==> src/rtl/spi_result_tx.sv <==
`default_nettype none
// ============================================================================
// Module   : spi_result_tx
// Purpose  : SPI mode-0 slave transmitter returning FFT result bytes to the
//            MCU over MISO. sclk/cs are oversampled on the system clock; result
//            bytes are buffered in a FIFO loaded through a valid/ready port.
// Ports    : clk, reset (sync, active-high)
//            sclk, cs (active low), miso        - SPI pins
//            data_in, data_valid, data_ready    - FIFO load handshake
//            tx_pending                         - FIFO non-empty (MCU GPIO)
//            word_sent                          - 1-cycle pulse per full word
//            underflow, clear_flags             - sticky flag and its clear
// Options  : SPI_RESULT_TX_HEADER_EN - first word of every cs transaction is a
//            status header {underflow, count} instead of FIFO data.
// Revision : 1.0 - initial release
// ============================================================================
module spi_result_tx #(
    parameter int                   SPI_WIDTH  = 8,
    parameter int                   FIFO_DEPTH = 16,
    parameter logic [SPI_WIDTH-1:0] FILL_WORD  = 8'h00
) (
    input  logic                 clk,
    input  logic                 reset,
    input  logic                 sclk,
    input  logic                 cs,
    output logic                 miso,
    input  logic [SPI_WIDTH-1:0] data_in,
    input  logic                 data_valid,
    output logic                 data_ready,
    output logic                 tx_pending,
    output logic                 word_sent,
    output logic                 underflow,
    input  logic                 clear_flags
);

    localparam int AW = $clog2(FIFO_DEPTH);
    localparam int CW = AW + 1;
    localparam int BW = $clog2(SPI_WIDTH + 1);
    localparam logic [BW-1:0] BIT_LAST = BW'(SPI_WIDTH);
    localparam logic [CW-1:0] CNT_FULL = CW'(FIFO_DEPTH);

    localparam logic [1:0] ST_IDLE  = 2'd0;
    localparam logic [1:0] ST_LOAD  = 2'd1;
    localparam logic [1:0] ST_SHIFT = 2'd2;

    // Synchronisers: stage 3 exists only for edge detection.
    logic sclk_s1_q, sclk_s2_q, sclk_s3_q;
    logic cs_s1_q, cs_s2_q, cs_s3_q;

    logic [1:0]           state_q, state_d;
    logic [SPI_WIDTH-1:0] shift_q, shift_d;
    logic [BW-1:0]        bit_cnt_q, bit_cnt_d;
    logic                 miso_q, miso_d;
    logic                 word_sent_q, word_sent_d;
    logic                 underflow_q, underflow_d;
    logic                 armed_q, armed_d;
    logic                 full_q, full_d;
    logic                 tx_pending_q, tx_pending_d;
    logic [AW-1:0]        wr_ptr_q, wr_ptr_d;
    logic [AW-1:0]        rd_ptr_q, rd_ptr_d;
    logic [CW-1:0]        count_q, count_d;
    logic [SPI_WIDTH-1:0] mem_q [FIFO_DEPTH];

    logic w_push, w_pop, w_uf_set;
    logic w_sclk_rise, w_sclk_fall, w_cs_rise, w_cs_fall;

`ifdef SPI_RESULT_TX_HEADER_EN
    localparam int          HDR_W   = SPI_WIDTH - 1;
    localparam int unsigned HDR_MAX = (1 << HDR_W) - 1;
    logic             first_q, first_d;
    logic [HDR_W-1:0] w_hdr_cnt;

    always_comb begin
        if (32'(count_q) > HDR_MAX) w_hdr_cnt = '1;
        else                        w_hdr_cnt = HDR_W'(count_q);
    end
`endif

    always_comb begin
        w_sclk_rise = sclk_s2_q & ~sclk_s3_q;
        w_sclk_fall = ~sclk_s2_q & sclk_s3_q;
        w_cs_rise   = cs_s2_q & ~cs_s3_q;
        // A falling cs is only honoured once cs has been seen high after
        // reset, so a transaction already in flight at reset is ignored.
        w_cs_fall   = ~cs_s2_q & cs_s3_q & armed_q;
    end

    always_comb begin
        state_d     = state_q;
        shift_d     = shift_q;
        bit_cnt_d   = bit_cnt_q;
        word_sent_d = 1'b0;
        armed_d     = armed_q | cs_s2_q;
        w_push      = data_valid & ~full_q;
        w_pop       = 1'b0;
        w_uf_set    = 1'b0;
`ifdef SPI_RESULT_TX_HEADER_EN
        first_d     = first_q;
`endif

        case (state_q)
            ST_IDLE: begin
                if (w_cs_fall) begin
                    state_d = ST_LOAD;
`ifdef SPI_RESULT_TX_HEADER_EN
                    first_d = 1'b1;
`endif
                end
            end
            ST_LOAD: begin
                bit_cnt_d = '0;
                state_d   = ST_SHIFT;
`ifdef SPI_RESULT_TX_HEADER_EN
                if (first_q) begin
                    shift_d = {underflow_q, w_hdr_cnt};
                    first_d = 1'b0;
                end else
`endif
                if (count_q != '0) begin
                    w_pop   = 1'b1;
                    shift_d = mem_q[rd_ptr_q];
                end else begin
                    shift_d  = FILL_WORD;
                    w_uf_set = 1'b1;
                end
            end
            ST_SHIFT: begin
                if (w_sclk_rise) begin
                    bit_cnt_d = bit_cnt_q + BW'(1);
                end else if (w_sclk_fall) begin
                    if (bit_cnt_q == BIT_LAST) begin
                        word_sent_d = 1'b1;
                        state_d     = ST_LOAD;
                    end else begin
                        shift_d = {shift_q[SPI_WIDTH-2:0], 1'b0};
                    end
                end
            end
            default: state_d = ST_IDLE;
        endcase

        // cs deassertion overrides everything, including a pending load:
        // nothing is popped and no underflow is raised on the way out.
        if (w_cs_rise) begin
            state_d     = ST_IDLE;
            w_pop       = 1'b0;
            w_uf_set    = 1'b0;
            word_sent_d = 1'b0;
        end

        underflow_d = w_uf_set ? 1'b1 : (clear_flags ? 1'b0 : underflow_q);

        wr_ptr_d = w_push ? wr_ptr_q + AW'(1) : wr_ptr_q;
        rd_ptr_d = w_pop  ? rd_ptr_q + AW'(1) : rd_ptr_q;
        case ({w_push, w_pop})
            2'b10:   count_d = count_q + CW'(1);
            2'b01:   count_d = count_q - CW'(1);
            default: count_d = count_q;
        endcase
        full_d       = (count_d == CNT_FULL);
        tx_pending_d = (count_d != '0);

        // MISO is retimed from the shift register so the pin never glitches
        // while the next-state logic settles.
        miso_d = (state_q != ST_IDLE) ? shift_q[SPI_WIDTH-1] : 1'b0;
    end

    always_ff @(posedge clk) begin
        if (reset) begin
            sclk_s1_q    <= 1'b0;
            sclk_s2_q    <= 1'b0;
            sclk_s3_q    <= 1'b0;
            cs_s1_q      <= 1'b1;
            cs_s2_q      <= 1'b1;
            cs_s3_q      <= 1'b1;
            state_q      <= ST_IDLE;
            shift_q      <= '0;
            bit_cnt_q    <= '0;
            miso_q       <= 1'b0;
            word_sent_q  <= 1'b0;
            underflow_q  <= 1'b0;
            armed_q      <= 1'b0;
            full_q       <= 1'b0;
            tx_pending_q <= 1'b0;
            wr_ptr_q     <= '0;
            rd_ptr_q     <= '0;
            count_q      <= '0;
`ifdef SPI_RESULT_TX_HEADER_EN
            first_q      <= 1'b0;
`endif
        end else begin
            sclk_s1_q    <= sclk;
            sclk_s2_q    <= sclk_s1_q;
            sclk_s3_q    <= sclk_s2_q;
            cs_s1_q      <= cs;
            cs_s2_q      <= cs_s1_q;
            cs_s3_q      <= cs_s2_q;
            state_q      <= state_d;
            shift_q      <= shift_d;
            bit_cnt_q    <= bit_cnt_d;
            miso_q       <= miso_d;
            word_sent_q  <= word_sent_d;
            underflow_q  <= underflow_d;
            armed_q      <= armed_d;
            full_q       <= full_d;
            tx_pending_q <= tx_pending_d;
            wr_ptr_q     <= wr_ptr_d;
            rd_ptr_q     <= rd_ptr_d;
            count_q      <= count_d;
`ifdef SPI_RESULT_TX_HEADER_EN
            first_q      <= first_d;
`endif
        end
    end

    // FIFO storage carries no reset; validity is tracked by the pointers.
    always_ff @(posedge clk) begin
        if (w_push) mem_q[wr_ptr_q] <= data_in;
    end

    assign miso       = miso_q;
    assign data_ready = ~full_q;
    assign tx_pending = tx_pending_q;
    assign word_sent  = word_sent_q;
    assign underflow  = underflow_q;

endmodule
`default_nettype wire

==> config.mk <==
export PLATFORM = sky130hd
export DESIGN_NAME = spi_result_tx
export DESIGN_NICKNAME = d
export VERILOG_FILES = /design/src/rtl/spi_result_tx.sv
export SDC_FILE = /design/constraint.sdc
export NUM_CORES = 1
export LEC_CHECK = 0
export BUFFER_PORTS_ARGS = -buffer_cell sky130_fd_sc_hd__buf_2
export CORE_MARGIN = 2
export CORE_UTILIZATION = 51
export CTS_BUF_LIST = sky130_fd_sc_hd__clkbuf_8
export CTS_CLUSTER_DIAMETER = 50
export DETAILED_ROUTE_END_ITERATION = 8
export PLACE_DENSITY_LB_ADDON = 0.15
export SLEW_MARGIN = 20
export SYNTH_ARGS = -nofsm -noshare
export SYNTH_HDL_FRONTEND = slang
export SYNTH_SLANG_ARGS = --single-unit
export TNS_END_PERCENT = 30
==> constraint.sdc <==
create_clock -name clk -period 5.6 [get_ports clk]
set_clock_uncertainty 0.15 [all_clocks]
set_input_delay 0.84 -clock clk [delete_from_list [all_inputs] [get_ports clk]]
set_output_delay 0.84 -clock clk [all_outputs]
set_load 0.02 [all_outputs]
== Yosys cells after proc, flatten, opt, wreduce, memory -nomap -nowiden ==
Memories as Yosys holds them, arrays and structs flattened. A register that Yosys moved wholly into a read port is not among the register bits.
Index checks and enable logic that the tools add are counted.

* Bits in writable memories: 128
* Memories: 1
* Word-level logic and storage cells: 89
* Output and inout bits: 5
* Register bits after elaboration: 39

* Mux-type cells: 26
* $add $sub $neg: 5
* Equal/unequal tests: 12
* Reductions and logical operators: 12
* Bitwise logic cells: 15

{| class="wikitable"
|+ Memory list
! name !! words !! bits a word !! read ports !! clocked after memory_dff !! write ports !! RTL line !! source
|-
| mem_q || 16 || 8 || 1 || 1 || 1 || 62 || <nowiki>logic [SPI_WIDTH-1:0] mem_q [FIFO_DEPTH];</nowiki>
|}

{| class="wikitable"
|+ Operator list
! kind !! count
|-
| 8-bit 2-to-1 mux || 4
|-
| 8-bit one-hot mux with 2 select lines || 1
|-
| 4-bit by 1-bit adder with 4-bit output, second input constant || 3
|-
| 4-bit 2-to-1 mux || 3
|-
| 2-bit != test, second input constant || 6
|-
| 1-bit 2-to-1 mux || 11
|-
| 5-bit one-hot mux with 2 select lines || 1
|-
| 5-bit nonzero test || 2
|-
| 2-bit 2-to-1 mux || 4
|-
| 1-bit inverter || 8
|-
| 4-bit one-hot mux with 2 select lines || 1
|-
| 4-bit AND reduction || 2
|-
| 1-bit bitwise AND || 6
|-
| 2-bit one-hot mux with 3 select lines || 1
|-
| 2-bit nonzero test || 3
|-
| 5-bit by 1-bit adder with 5-bit output, second input constant || 1
|-
| 5-bit equality test, second input constant || 1
|-
| 5-bit OR reduction || 1
|-
| 5-bit by 1-bit subtractor with 5-bit output, second input constant || 1
|-
| 2-bit by 1-bit equality test with 1-bit output, second input constant || 2
|-
| 2-bit equality test, second input constant || 2
|-
| 4-bit equality test, second input constant || 1
|-
| 2-bit OR reduction || 2
|-
| 2-bit zero test || 1
|-
| 2 further kinds || 2
|}

== Depth between registers and ports, before layout ==
Gate-level depths: netlist (run 1).

* Depth after elaboration: 7
* Depth in mapped cells: 13
* Gate-level depth less buffers: 12

== Least setup slack after synthesis (run 1) ==
OpenSTA, ideal clock, no wires.

* Kind: input port to flip-flop
* Start point: in data_valid
* End point: reg full_q
* Library setup time: 117 ps
* Path slack: 2534 ps
* Arrival: 2799 ps
* Stages: 13
* Data required time: 5333 ps
* Path through: nor2b_1 > buf_2 > inv_1 > nand3_1 > nor2_2 > xor2_1 > ha_1 > a21oi_1 > nor3_1 > a221oi_1 > a211oi_2 > xor2_1 > and4b_1

* Word-level cells in the longest chain between the ends: 4

{| class="wikitable"
|+ RTL lines
! item !! RTL line !! source
|-
| start: declaration || 28 || <nowiki>input logic data_valid,</nowiki>
|-
| 1-bit bitwise AND * || 94 || <nowiki>w_push = data_valid & ~full_q;</nowiki>
|-
| 2-bit by 1-bit equality test with 1-bit output or 2-bit equality test (tied branches) || 155 || <nowiki>case ({w_push, w_pop})</nowiki>
|-
| 5-bit one-hot mux with 2 select lines * || 155 ||
|-
| 5-bit equality test * || 160 || <nowiki>full_d = (count_d == CNT_FULL);</nowiki>
|-
| end signal: assignment || 205 || <nowiki>full_q <= full_d;</nowiki>
|-
| end: declaration || 57 || <nowiki>logic full_q, full_d;</nowiki>
|}

Mark *: on every way between the ends. The rest lies on a longest branch, timed or not.
A chain may end at the register's enable or synchronous reset.

== Final worst setup path (run 1) ==
* Start point: in data_valid
* End point: reg tx_pending_q, in the netlist tx_pending

* Word-level cells in the longest chain between the ends: 4

{| class="wikitable"
|+ RTL lines
! item !! RTL line !! source
|-
| 1-bit bitwise AND * || 94 ||
|-
| 2-bit by 1-bit equality test with 1-bit output or 2-bit equality test (tied branches) || 155 ||
|-
| 5-bit one-hot mux with 2 select lines * || 155 ||
|-
| 5-bit nonzero test * || 161 || <nowiki>tx_pending_d = (count_d != '0);</nowiki>
|-
| end signal: assignment || 206 || <nowiki>tx_pending_q <= tx_pending_d;</nowiki>
|-
| end: declaration || 58 || <nowiki>logic tx_pending_q, tx_pending_d;</nowiki>
|}

Marks and branches as above.

==> results of run 1 <==
## sequential cells by signal (all words and copies together) (netlist names), 2 cells and up, named ones only
| register | flops |
|---|---|
| bit_cnt_q | 4 |
| count_q | 5 |
| mem_q | 128 |
| rd_ptr_q | 4 |
| shift_q | 8 |
| state_q | 2 |
| wr_ptr_q | 4 |
## kinds of logic (layout without fill, tap and decap cells)
| kind of cell | count (synthesis) | after routing | synth area share (%) |
|---|---|---|---|
| adder cells (fa/ha/maj) | 9 | 9 | 1.61 |
| AO/OA/AOI/OAI | 51 | 51 | 5.27 |
| flip-flops | 171 | 171 | 67.1 |
| multiplexers | 45 | 45 | 12.8 |
| buffers and inverters | 35 | 65 | 2.41 |
| XOR/XNOR | 12 | 12 | 1.70 |
| AND/OR/NAND/NOR | 129 | 129 | 9.09 |
## per-layer routing
layer	part of all wire (%)	GRT usage, %	up-vias	wire length [um]
li1	-	-	1771	-
met1	43	26.0	1842	5690
met2	51	32.4	97	6630
met3	5.1	5.22	10	674
met4	0.84	5.17	0	110
met5	0	0	-	0
## layout make-up
cell class | instances | area, um2 | share of cell area [%]
inverter | 10 | 37.5 | 0.489
clock inverter | 15 | 200 | 2.61
multi-input combinational | 246 | 2140 | 28.0
sequential | 171 | 4710 | 61.4
timing repair buffer | 23 | 128 | 1.66
clock buffer | 17 | 234 | 3.05
tap | 176 | 220 | 2.87
## power by group
group	internal (mW)	switching (mW)
sequential	1.38	0.0101
combinational	0.0351	0.0628
clock	0.422	0.489
total	1.83	0.562
## layout by cell type, fill, tap and decap left out, types with 9 or more instances in the layout
cell type,synthesis,routed
sky130_fd_sc_hd__buf_2,5,18
sky130_fd_sc_hd__mux2i_1,12,12
sky130_fd_sc_hd__mux4_2,24,24
sky130_fd_sc_hd__dfxtp_1,43,42
sky130_fd_sc_hd__nand2b_1,9,9
sky130_fd_sc_hd__inv_1,10,10
sky130_fd_sc_hd__edfxtp_1,128,128
sky130_fd_sc_hd__mux4_1,9,9
sky130_fd_sc_hd__nor3_1,17,15
sky130_fd_sc_hd__ha_1,9,9
sky130_fd_sc_hd__nand2_1,15,15
sky130_fd_sc_hd__nor2_1,48,48
sky130_fd_sc_hd__clkbuf_8,0,17
sky130_fd_sc_hd__a211oi_1,21,21
sky130_fd_sc_hd__nor2b_1,19,19
## critical path, cell delays in order
cell and delay (ns):
sky130_fd_sc_hd__buf_2 0.07, sky130_fd_sc_hd__nor2b_1 0.54, sky130_fd_sc_hd__inv_1 0.24, sky130_fd_sc_hd__nand3_1 0.26, sky130_fd_sc_hd__nor2_2 0.09, sky130_fd_sc_hd__xor2_1 0.16, sky130_fd_sc_hd__ha_1 0.18, sky130_fd_sc_hd__a21oi_1 0.32
sky130_fd_sc_hd__nor3_1 0.08, sky130_fd_sc_hd__a221oi_1 0.27, sky130_fd_sc_hd__a211oi_2 0.11, sky130_fd_sc_hd__xnor2_1 0.21, sky130_fd_sc_hd__a31oi_1 0.11
## final timing paths
path / start / slack (ns) / endpoint / depth (start not counted)
setup / recovery: data_valid / 2.28 / tx_pending$_SDFF_PP0_ / 13
hold / removal: cs_s1_q$_SDFF_PP1_ / 0.27 / cs_s2_q$_SDFF_PP1_ / 1
setup reg to reg: full_q$_SDFF_PP0_ / 2.43 / tx_pending$_SDFF_PP0_ / 12
hold reg to reg: cs_s1_q$_SDFF_PP1_ / 0.27 / cs_s2_q$_SDFF_PP1_ / 1
==> flow_results.xml, run 1 <==
<?xml version="1.0" encoding="UTF-8"?>
<metrics>
  <group name="clock_network">
    <metric name="cts_hold_buf" unit="">0</metric>
    <metric name="max-clock-path-buffers" unit="">2</metric>
    <metric name="numCtsBuffers" unit="">17</metric>
    <metric name="clkSinkCount" unit="">171</metric>
    <metric name="cts-resized-gates" unit="">0</metric>
    <metric name="clock_latency" unit="ns">0.46</metric>
    <metric name="cts_tree" unit="">built</metric>
    <metric name="clock_tree.root_cell" unit="">sky130_fd_sc_hd__clkbuf_8</metric>
    <metric name="clk_pin_slew" unit="ns">0.09</metric>
    <metric name="cts-htree-levels" unit="">4</metric>
    <metric name="cts_setup_buffers" unit="">0</metric>
  </group>
  <group name="synth">
    <metric name="synth.ff_latch_count" unit="">171</metric>
    <metric name="synth_edf_count" unit="">128</metric>
    <metric name="syn_inst" unit="">452</metric>
    <metric name="synth.top_cells.by_area" unit="">sky130_fd_sc_hd__edfxtp_1, sky130_fd_sc_hd__dfxtp_1, sky130_fd_sc_hd__mux4_2</metric>
    <metric name="synthesis.area" unit="um2">7010</metric>
    <metric name="synth_top_area_share" unit="%">54.8</metric>
    <metric name="synth-main-ff-cell" unit="">sky130_fd_sc_hd__edfxtp_1</metric>
    <metric name="sequential_area_share_after_synthesis" unit="%">67.1</metric>
    <metric name="synth.top_cells.by_count" unit="">sky130_fd_sc_hd__edfxtp_1, sky130_fd_sc_hd__nor2_1, sky130_fd_sc_hd__dfxtp_1</metric>
    <metric name="yosys_warnings" unit="">0</metric>
    <metric name="avgSynthCellArea" unit="um2">15.5</metric>
    <metric name="syn_nets" unit="">475</metric>
    <metric name="post_synth_num_cell_types" unit="">48</metric>
    <metric name="synth.largest_area_cell" unit="">sky130_fd_sc_hd__edfxtp_1</metric>
    <metric name="post-synth-top-count-cell" unit="">sky130_fd_sc_hd__edfxtp_1</metric>
    <metric name="asyncSetResetFlopFracSynth" unit="%">0</metric>
  </group>
  <group name="layout">
    <metric name="fillerInstances" unit="">1053</metric>
    <metric name="fin_cells" unit="">658</metric>
    <metric name="final_core_utilization" unit="%">57.5</metric>
    <metric name="final_standard_cell_area_without_fillers" unit="um2">7670</metric>
    <metric name="finalNetCount" unit="">492</metric>
    <metric name="layout-area-overhead-vs-synth" unit="%">9.44</metric>
    <metric name="num_antenna_cells" unit="">0</metric>
    <metric name="post_route_cells_drive_above_1_share" unit="%">18.5</metric>
  </group>
  <group name="sta">
    <metric name="holdWs" unit="ns">0.268</metric>
    <metric name="timing_worst_slew_pin_value" unit="ns">0.960</metric>
    <metric name="max-slew-margin-rel" unit="%">35.8</metric>
    <metric name="final.period_utilization" unit="%">59.2</metric>
    <metric name="setup_tns_final" unit="ns">0</metric>
    <metric name="clock.fmax" unit="MHz">301</metric>
    <metric name="worst_setup_slack_final" unit="ns">2.28</metric>
    <metric name="setup_viol" unit="">0</metric>
    <metric name="final.min_clock_period" unit="ns">3.32</metric>
    <metric name="number_of_hold_slack_violations_in_the_final_timing_report" unit="">0</metric>
    <metric name="number_of_pins_with_negative_max_slew_slack_in_the_final_report" unit="">0</metric>
    <metric name="rsz0062_at_grt" unit="">false</metric>
  </group>
  <group name="floorplanning">
    <metric name="fp.dieW" unit="um">121</metric>
    <metric name="die-area" unit="um2">14700</metric>
    <metric name="die_y" unit="um">121</metric>
    <metric name="placeableCoreArea" unit="um2">13300</metric>
    <metric name="effective_utilization_at_floorplan" unit="%">52.5</metric>
    <metric name="placementRows" unit="">42</metric>
    <metric name="design.portCount" unit="">19</metric>
  </group>
  <group name="power">
    <metric name="powerDensity" unit="nW/um2">312</metric>
    <metric name="vdd_drop_max" unit="mV">0.207</metric>
    <metric name="cellLeakagePower" unit="nW">2.48</metric>
    <metric name="report.power.total" unit="mW">2.39</metric>
  </group>
  <group name="setup_path">
    <metric name="worst-setup-path-type" unit="">input port to flip-flop</metric>
    <metric name="crit_arrival" unit="ns">3.47</metric>
    <metric name="critPathRequiredTime" unit="ns">5.76</metric>
    <metric name="worst_setup_path_end_kind" unit="">flip-flop</metric>
    <metric name="critical_path_peak_fanout" unit="">10</metric>
    <metric name="setup.worst_path.start_class" unit="">input port</metric>
  </group>
  <group name="global_route">
    <metric name="pin_count_of_the_biggest_net_entering_global_routing" unit="">44</metric>
    <metric name="grt_remaining_overflow" unit="">0</metric>
    <metric name="grt_antenna_before_repair" unit="">0</metric>
    <metric name="global_route_wire_length_before_repair" unit="mm">20.9</metric>
    <metric name="groute.usage.overall" unit="%">19.6</metric>
    <metric name="grt_pass1_vias" unit="">3792</metric>
  </group>
  <group name="placement">
    <metric name="detailed_place.area" unit="um2">7240</metric>
    <metric name="place_inst" unit="">626</metric>
    <metric name="routabilityCongestion" unit="">0.820</metric>
    <metric name="detailedPlacementHpwl" unit="mm">8.13</metric>
    <metric name="io_buffer_count" unit="">18</metric>
    <metric name="dp_worst_setup_slack" unit="ns">1.85</metric>
  </group>
  <group name="min_path">
    <metric name="holdCritPathClass" unit="">flip-flop to flip-flop</metric>
  </group>
  <group name="drt">
    <metric name="antenna_violating_nets_remaining" unit="">0</metric>
    <metric name="post_drt_wl_per_cell" unit="um">19.9</metric>
    <metric name="detail_route.drc_violations" unit="">0</metric>
    <metric name="drt_first_iter_violations" unit="">345</metric>
    <metric name="route.vias.total" unit="">3720</metric>
    <metric name="drt_first_pass_iters" unit="">4</metric>
    <metric name="wirelength" unit="mm">13.1</metric>
    <metric name="detail_route.vias_per_cell" unit="">5.65</metric>
  </group>
  <group name="status">
    <metric name="outcome" unit="">completed</metric>
  </group>
  <group name="flow_run">
    <metric name="drv.max_cap_violation_count" unit="">0</metric>
  </group>
</metrics>
No activity file was read; power rests on OpenSTA's default activity.
==> run 2: changes to the inputs <==
--- a/config.mk
+++ b/config.mk
@@ -5,6 +5,7 @@
 export SDC_FILE = /design/constraint.sdc
 export NUM_CORES = 1
 export LEC_CHECK = 0
+export ABC_AREA = 1
 export BUFFER_PORTS_ARGS = -buffer_cell sky130_fd_sc_hd__buf_2
 export CORE_MARGIN = 2
 export CORE_UTILIZATION = 51
==> constraint.sdc (replaced) <==
create_clock -name clk -period 3.13 [get_ports clk]
set_clock_uncertainty 0.15 [all_clocks]
set_input_delay 0.4695 -clock clk [delete_from_list [all_inputs] [get_ports clk]]
set_output_delay 0.4695 -clock clk [all_outputs]
set_load 0.02 [all_outputs]
==> run 2 against run 1 <==
First-iteration DRC count grew 65%. Clock power grew 86%. Global-route usage grew 1.2 points. Via count grew 27%. Design area grew 1.7%. Synthesized cell count grew 39%. Core utilization grew 0.97 points. Register-to-register slack lost 1.7 ns.
==> flow_results.xml, run 2 <==
<?xml version="1.0" encoding="UTF-8"?>
<metrics>
  <group name="status">
    <metric name="outcome" unit="">completed</metric>
  </group>
  <group name="sta">
    <metric name="timing_worst_slew_pin_value" unit="ns">0.930</metric>
    <metric name="setup_tns_final" unit="ns">0</metric>
    <metric name="number_of_pins_with_negative_max_slew_slack_in_the_final_report" unit="">0</metric>
    <metric name="final.min_clock_period" unit="ns">2.41</metric>
    <metric name="holdWs" unit="ns">0.0554</metric>
    <metric name="clock.fmax" unit="MHz">415</metric>
    <metric name="worst_setup_slack_final" unit="ns">0.718</metric>
    <metric name="max-slew-margin-rel" unit="%">37.8</metric>
    <metric name="final.period_utilization" unit="%">77.1</metric>
    <metric name="setup_viol" unit="">0</metric>
    <metric name="number_of_hold_slack_violations_in_the_final_timing_report" unit="">0</metric>
    <metric name="rsz0062_at_grt" unit="">false</metric>
  </group>
  <group name="floorplanning">
    <metric name="design.portCount" unit="">19</metric>
    <metric name="die-area" unit="um2">14700</metric>
    <metric name="placementRows" unit="">42</metric>
    <metric name="placeableCoreArea" unit="um2">13300</metric>
    <metric name="die_y" unit="um">121</metric>
    <metric name="fp.dieW" unit="um">121</metric>
    <metric name="effective_utilization_at_floorplan" unit="%">52.6</metric>
  </group>
  <group name="synth">
    <metric name="synth.ff_latch_count" unit="">171</metric>
    <metric name="synthesis.area" unit="um2">7020</metric>
    <metric name="syn_inst" unit="">628</metric>
    <metric name="synth.largest_area_cell" unit="">sky130_fd_sc_hd__edfxtp_1</metric>
    <metric name="synthAdderAreaFrac" unit="%">1.60</metric>
    <metric name="post_synth_mux_area_share" unit="%">1.43</metric>
    <metric name="sequential_area_share_after_synthesis" unit="%">67.0</metric>
    <metric name="asyncSetResetFlopFracSynth" unit="%">0</metric>
    <metric name="compound_gate_fraction_of_synth_area" unit="%">10.8</metric>
    <metric name="avgSynthCellArea" unit="um2">11.2</metric>
    <metric name="yosys_warnings" unit="">0</metric>
    <metric name="synth.top_cells.by_count" unit="">sky130_fd_sc_hd__edfxtp_1, sky130_fd_sc_hd__nor2_1, sky130_fd_sc_hd__nand2_1</metric>
    <metric name="synth_top_area_share" unit="%">54.8</metric>
    <metric name="largest_family_of_logic_cells_by_synthesized_area" unit="">simple AND/OR/NAND/NOR gates</metric>
    <metric name="synth-main-ff-cell" unit="">sky130_fd_sc_hd__edfxtp_1</metric>
    <metric name="synth_xor_area_share" unit="%">0.250</metric>
    <metric name="synth.top_cells.by_area" unit="">sky130_fd_sc_hd__edfxtp_1, sky130_fd_sc_hd__dfxtp_1, sky130_fd_sc_hd__nor2_1</metric>
    <metric name="synth_edf_count" unit="">128</metric>
    <metric name="post_synth_num_cell_types" unit="">40</metric>
    <metric name="post_synth_and_or_nand_nor_area_fraction" unit="%">14.8</metric>
    <metric name="post-synth-top-count-cell" unit="">sky130_fd_sc_hd__edfxtp_1</metric>
    <metric name="syn_nets" unit="">651</metric>
  </group>
  <group name="setup_path">
    <metric name="crit_path_cell_trace" unit="">nor2_1, nand3_2, nand2_1, inv_1, ha_1, o21ai_0, nand2_1, nor2_2, nand3_2, nand2_1, nand2_1</metric>
    <metric name="slowest_delay" unit="ns">0.37</metric>
    <metric name="worst-setup-path-type" unit="">flip-flop to flip-flop</metric>
    <metric name="crit_arrival" unit="ns">2.61</metric>
    <metric name="slowest_stage_cell_crit_path" unit="">sky130_fd_sc_hd__dfxtp_1</metric>
    <metric name="critical_path_peak_fanout" unit="">7</metric>
    <metric name="worst_path_most_repeated_cell" unit="">sky130_fd_sc_hd__nand2_1</metric>
    <metric name="critPathRequiredTime" unit="ns">3.33</metric>
    <metric name="setup.worst_path.start_class" unit="">flip-flop</metric>
    <metric name="worst_setup_path_end_kind" unit="">flip-flop</metric>
  </group>
  <group name="drt">
    <metric name="detail_route.vias_per_cell" unit="">5.57</metric>
    <metric name="drt_first_iter_violations" unit="">568</metric>
    <metric name="antenna_violating_nets_remaining" unit="">0</metric>
    <metric name="route.vias.total" unit="">4707</metric>
    <metric name="detail_route.drc_violations" unit="">0</metric>
    <metric name="drt_first_pass_iters" unit="">5</metric>
    <metric name="wirelength" unit="mm">14.4</metric>
    <metric name="post_drt_wl_per_cell" unit="um">17.1</metric>
  </group>
  <group name="clock_network">
    <metric name="max-clock-path-buffers" unit="">2</metric>
    <metric name="cts-resized-gates" unit="">0</metric>
    <metric name="clock_tree.root_cell" unit="">sky130_fd_sc_hd__clkbuf_8</metric>
    <metric name="clock_latency" unit="ns">0.45</metric>
    <metric name="cts_hold_buf" unit="">0</metric>
    <metric name="cts-htree-levels" unit="">4</metric>
    <metric name="clk_pin_slew" unit="ns">0.08</metric>
    <metric name="cts_tree" unit="">built</metric>
    <metric name="numCtsBuffers" unit="">17</metric>
    <metric name="clkSinkCount" unit="">171</metric>
    <metric name="cts_setup_buffers" unit="">0</metric>
  </group>
  <group name="global_route">
    <metric name="grt_antenna_before_repair" unit="">0</metric>
    <metric name="grt_remaining_overflow" unit="">0</metric>
    <metric name="groute.usage.overall" unit="%">20.9</metric>
    <metric name="global_route_wire_length_before_repair" unit="mm">22.8</metric>
    <metric name="grt_pass1_vias" unit="">4408</metric>
    <metric name="pin_count_of_the_biggest_net_entering_global_routing" unit="">65</metric>
  </group>
  <group name="power">
    <metric name="switching_share" unit="%">25.4</metric>
    <metric name="clkPwrFrac" unit="%">35.1</metric>
    <metric name="powerDensity" unit="nW/um2">616</metric>
    <metric name="cellLeakagePower" unit="nW">2.81</metric>
    <metric name="p_sw" unit="mW">1.22</metric>
    <metric name="vdd_drop_max" unit="mV">0.488</metric>
    <metric name="intPower" unit="mW">3.58</metric>
    <metric name="pwr-share-seq" unit="%">53.3</metric>
    <metric name="combinationalPowerShare" unit="%">11.6</metric>
  </group>
  <group name="placement">
    <metric name="routabilityCongestion" unit="">0.829</metric>
    <metric name="dp_worst_setup_slack" unit="ns">0.742</metric>
    <metric name="detailed_place.area" unit="um2">7360</metric>
    <metric name="detailedPlacementHpwl" unit="mm">9.05</metric>
    <metric name="io_buffer_count" unit="">18</metric>
  </group>
  <group name="layout">
    <metric name="leading_cell_type_in_the_layout_fill_and_taps_excluded" unit="">sky130_fd_sc_hd__edfxtp_1</metric>
    <metric name="flip_flop_count_of_the_largest_register_all_copies_and_words_added" unit="">128</metric>
    <metric name="num_antenna_cells" unit="">0</metric>
    <metric name="finalNetCount" unit="">679</metric>
    <metric name="layout-area-overhead-vs-synth" unit="%">11.1</metric>
    <metric name="layout.cells.most_common_list" unit="">sky130_fd_sc_hd__edfxtp_1, sky130_fd_sc_hd__nor2_1, sky130_fd_sc_hd__nand2_1</metric>
    <metric name="final_core_utilization" unit="%">58.4</metric>
    <metric name="reg.largest.list" unit="">mem_q: 128 flops, shift_q: 8 flops, count_q: 5 flops</metric>
    <metric name="post_route_cells_drive_above_1_share" unit="%">12.9</metric>
    <metric name="final_standard_cell_area_without_fillers" unit="um2">7800</metric>
    <metric name="registers.top_by_ff_count" unit="">mem_q</metric>
  </group>
  <group name="min_path">
    <metric name="holdCritPathClass" unit="">input port to flip-flop</metric>
  </group>
  <group name="flow_run">
    <metric name="drv.max_cap_violation_count" unit="">0</metric>
  </group>
</metrics>
run 2: critical path, delay by kind of cell, from the launching register on:
family / cells / cell delay (ns)
flops: 1 / 0.37
compound gates: 1 / 0.26
fa+ha+maj: 1 / 0.37
buf+inv: 1 / 0.09
simple gates: 8 / 1.06
run 2: layer usage:
metal	share of wire [%]	routed length, um	GRT usage, %
met4	1.9	275	9.27
met1	45	6540	29.0
met2	47	6800	31.8
met3	5.7	821	4.32
met5	0	0	0
run 2: worst paths after layout:
| check | from | end | slack (ns) | depth (start not counted) |
|---|---|---|---|---|
| hold / removal | cs | cs_s1_q$_SDFF_PP1_ | 0.06 | 2 |
| hold reg to reg | cs_s1_q$_SDFF_PP1_ | cs_s2_q$_SDFF_PP1_ | 0.26 | 1 |
| setup reg to reg | count_q[0]$_SDFF_PP0_ | tx_pending$_SDFF_PP0_ | 0.72 | 11 |
| setup / recovery | count_q[0]$_SDFF_PP0_ | tx_pending$_SDFF_PP0_ | 0.72 | 11 |
run 2: per-stage QoR:
step           cells  power, mW
6_report         845       4.80
4_1_cts          845       4.83
2_1_floorplan    628       3.00
3_3_place_gp     813       3.15
5_1_grt          845       5.01
3_5_place_dp     813       3.17
run 2: logic make-up after synthesis:
| group | after synthesis |
|---|---|
| multiplexers | 10 |
| XOR/XNOR | 2 |
| adder cells (fa/ha/maj) | 9 |
| AND/OR/NAND/NOR | 238 |
| buffers and inverters | 71 |
| flip-flops | 171 |
| AO/OA/AOI/OAI | 127 |
run 2: final cells by class:
class | count | area (um2)
Inverter | 44 | 165
Multi-Input combinational cell | 386 | 2030
Fill cell | 1129 | 5550
Timing Repair Buffer | 36 | 238
Tap cell | 176 | 220
Clock buffer | 18 | 248
Clock inverter | 14 | 193
Sequential cell | 171 | 4710
run 2: power groups by stage:
stage	logic, mW	clock network (mW)	registers [mW]
2_1_floorplan	0.394	0	2.60
3_3_place_gp	0.541	0	2.61
3_5_place_dp	0.552	0	2.61
4_1_cts	0.555	1.72	2.56
5_1_grt	0.626	1.81	2.57
6_report	0.556	1.69	2.56
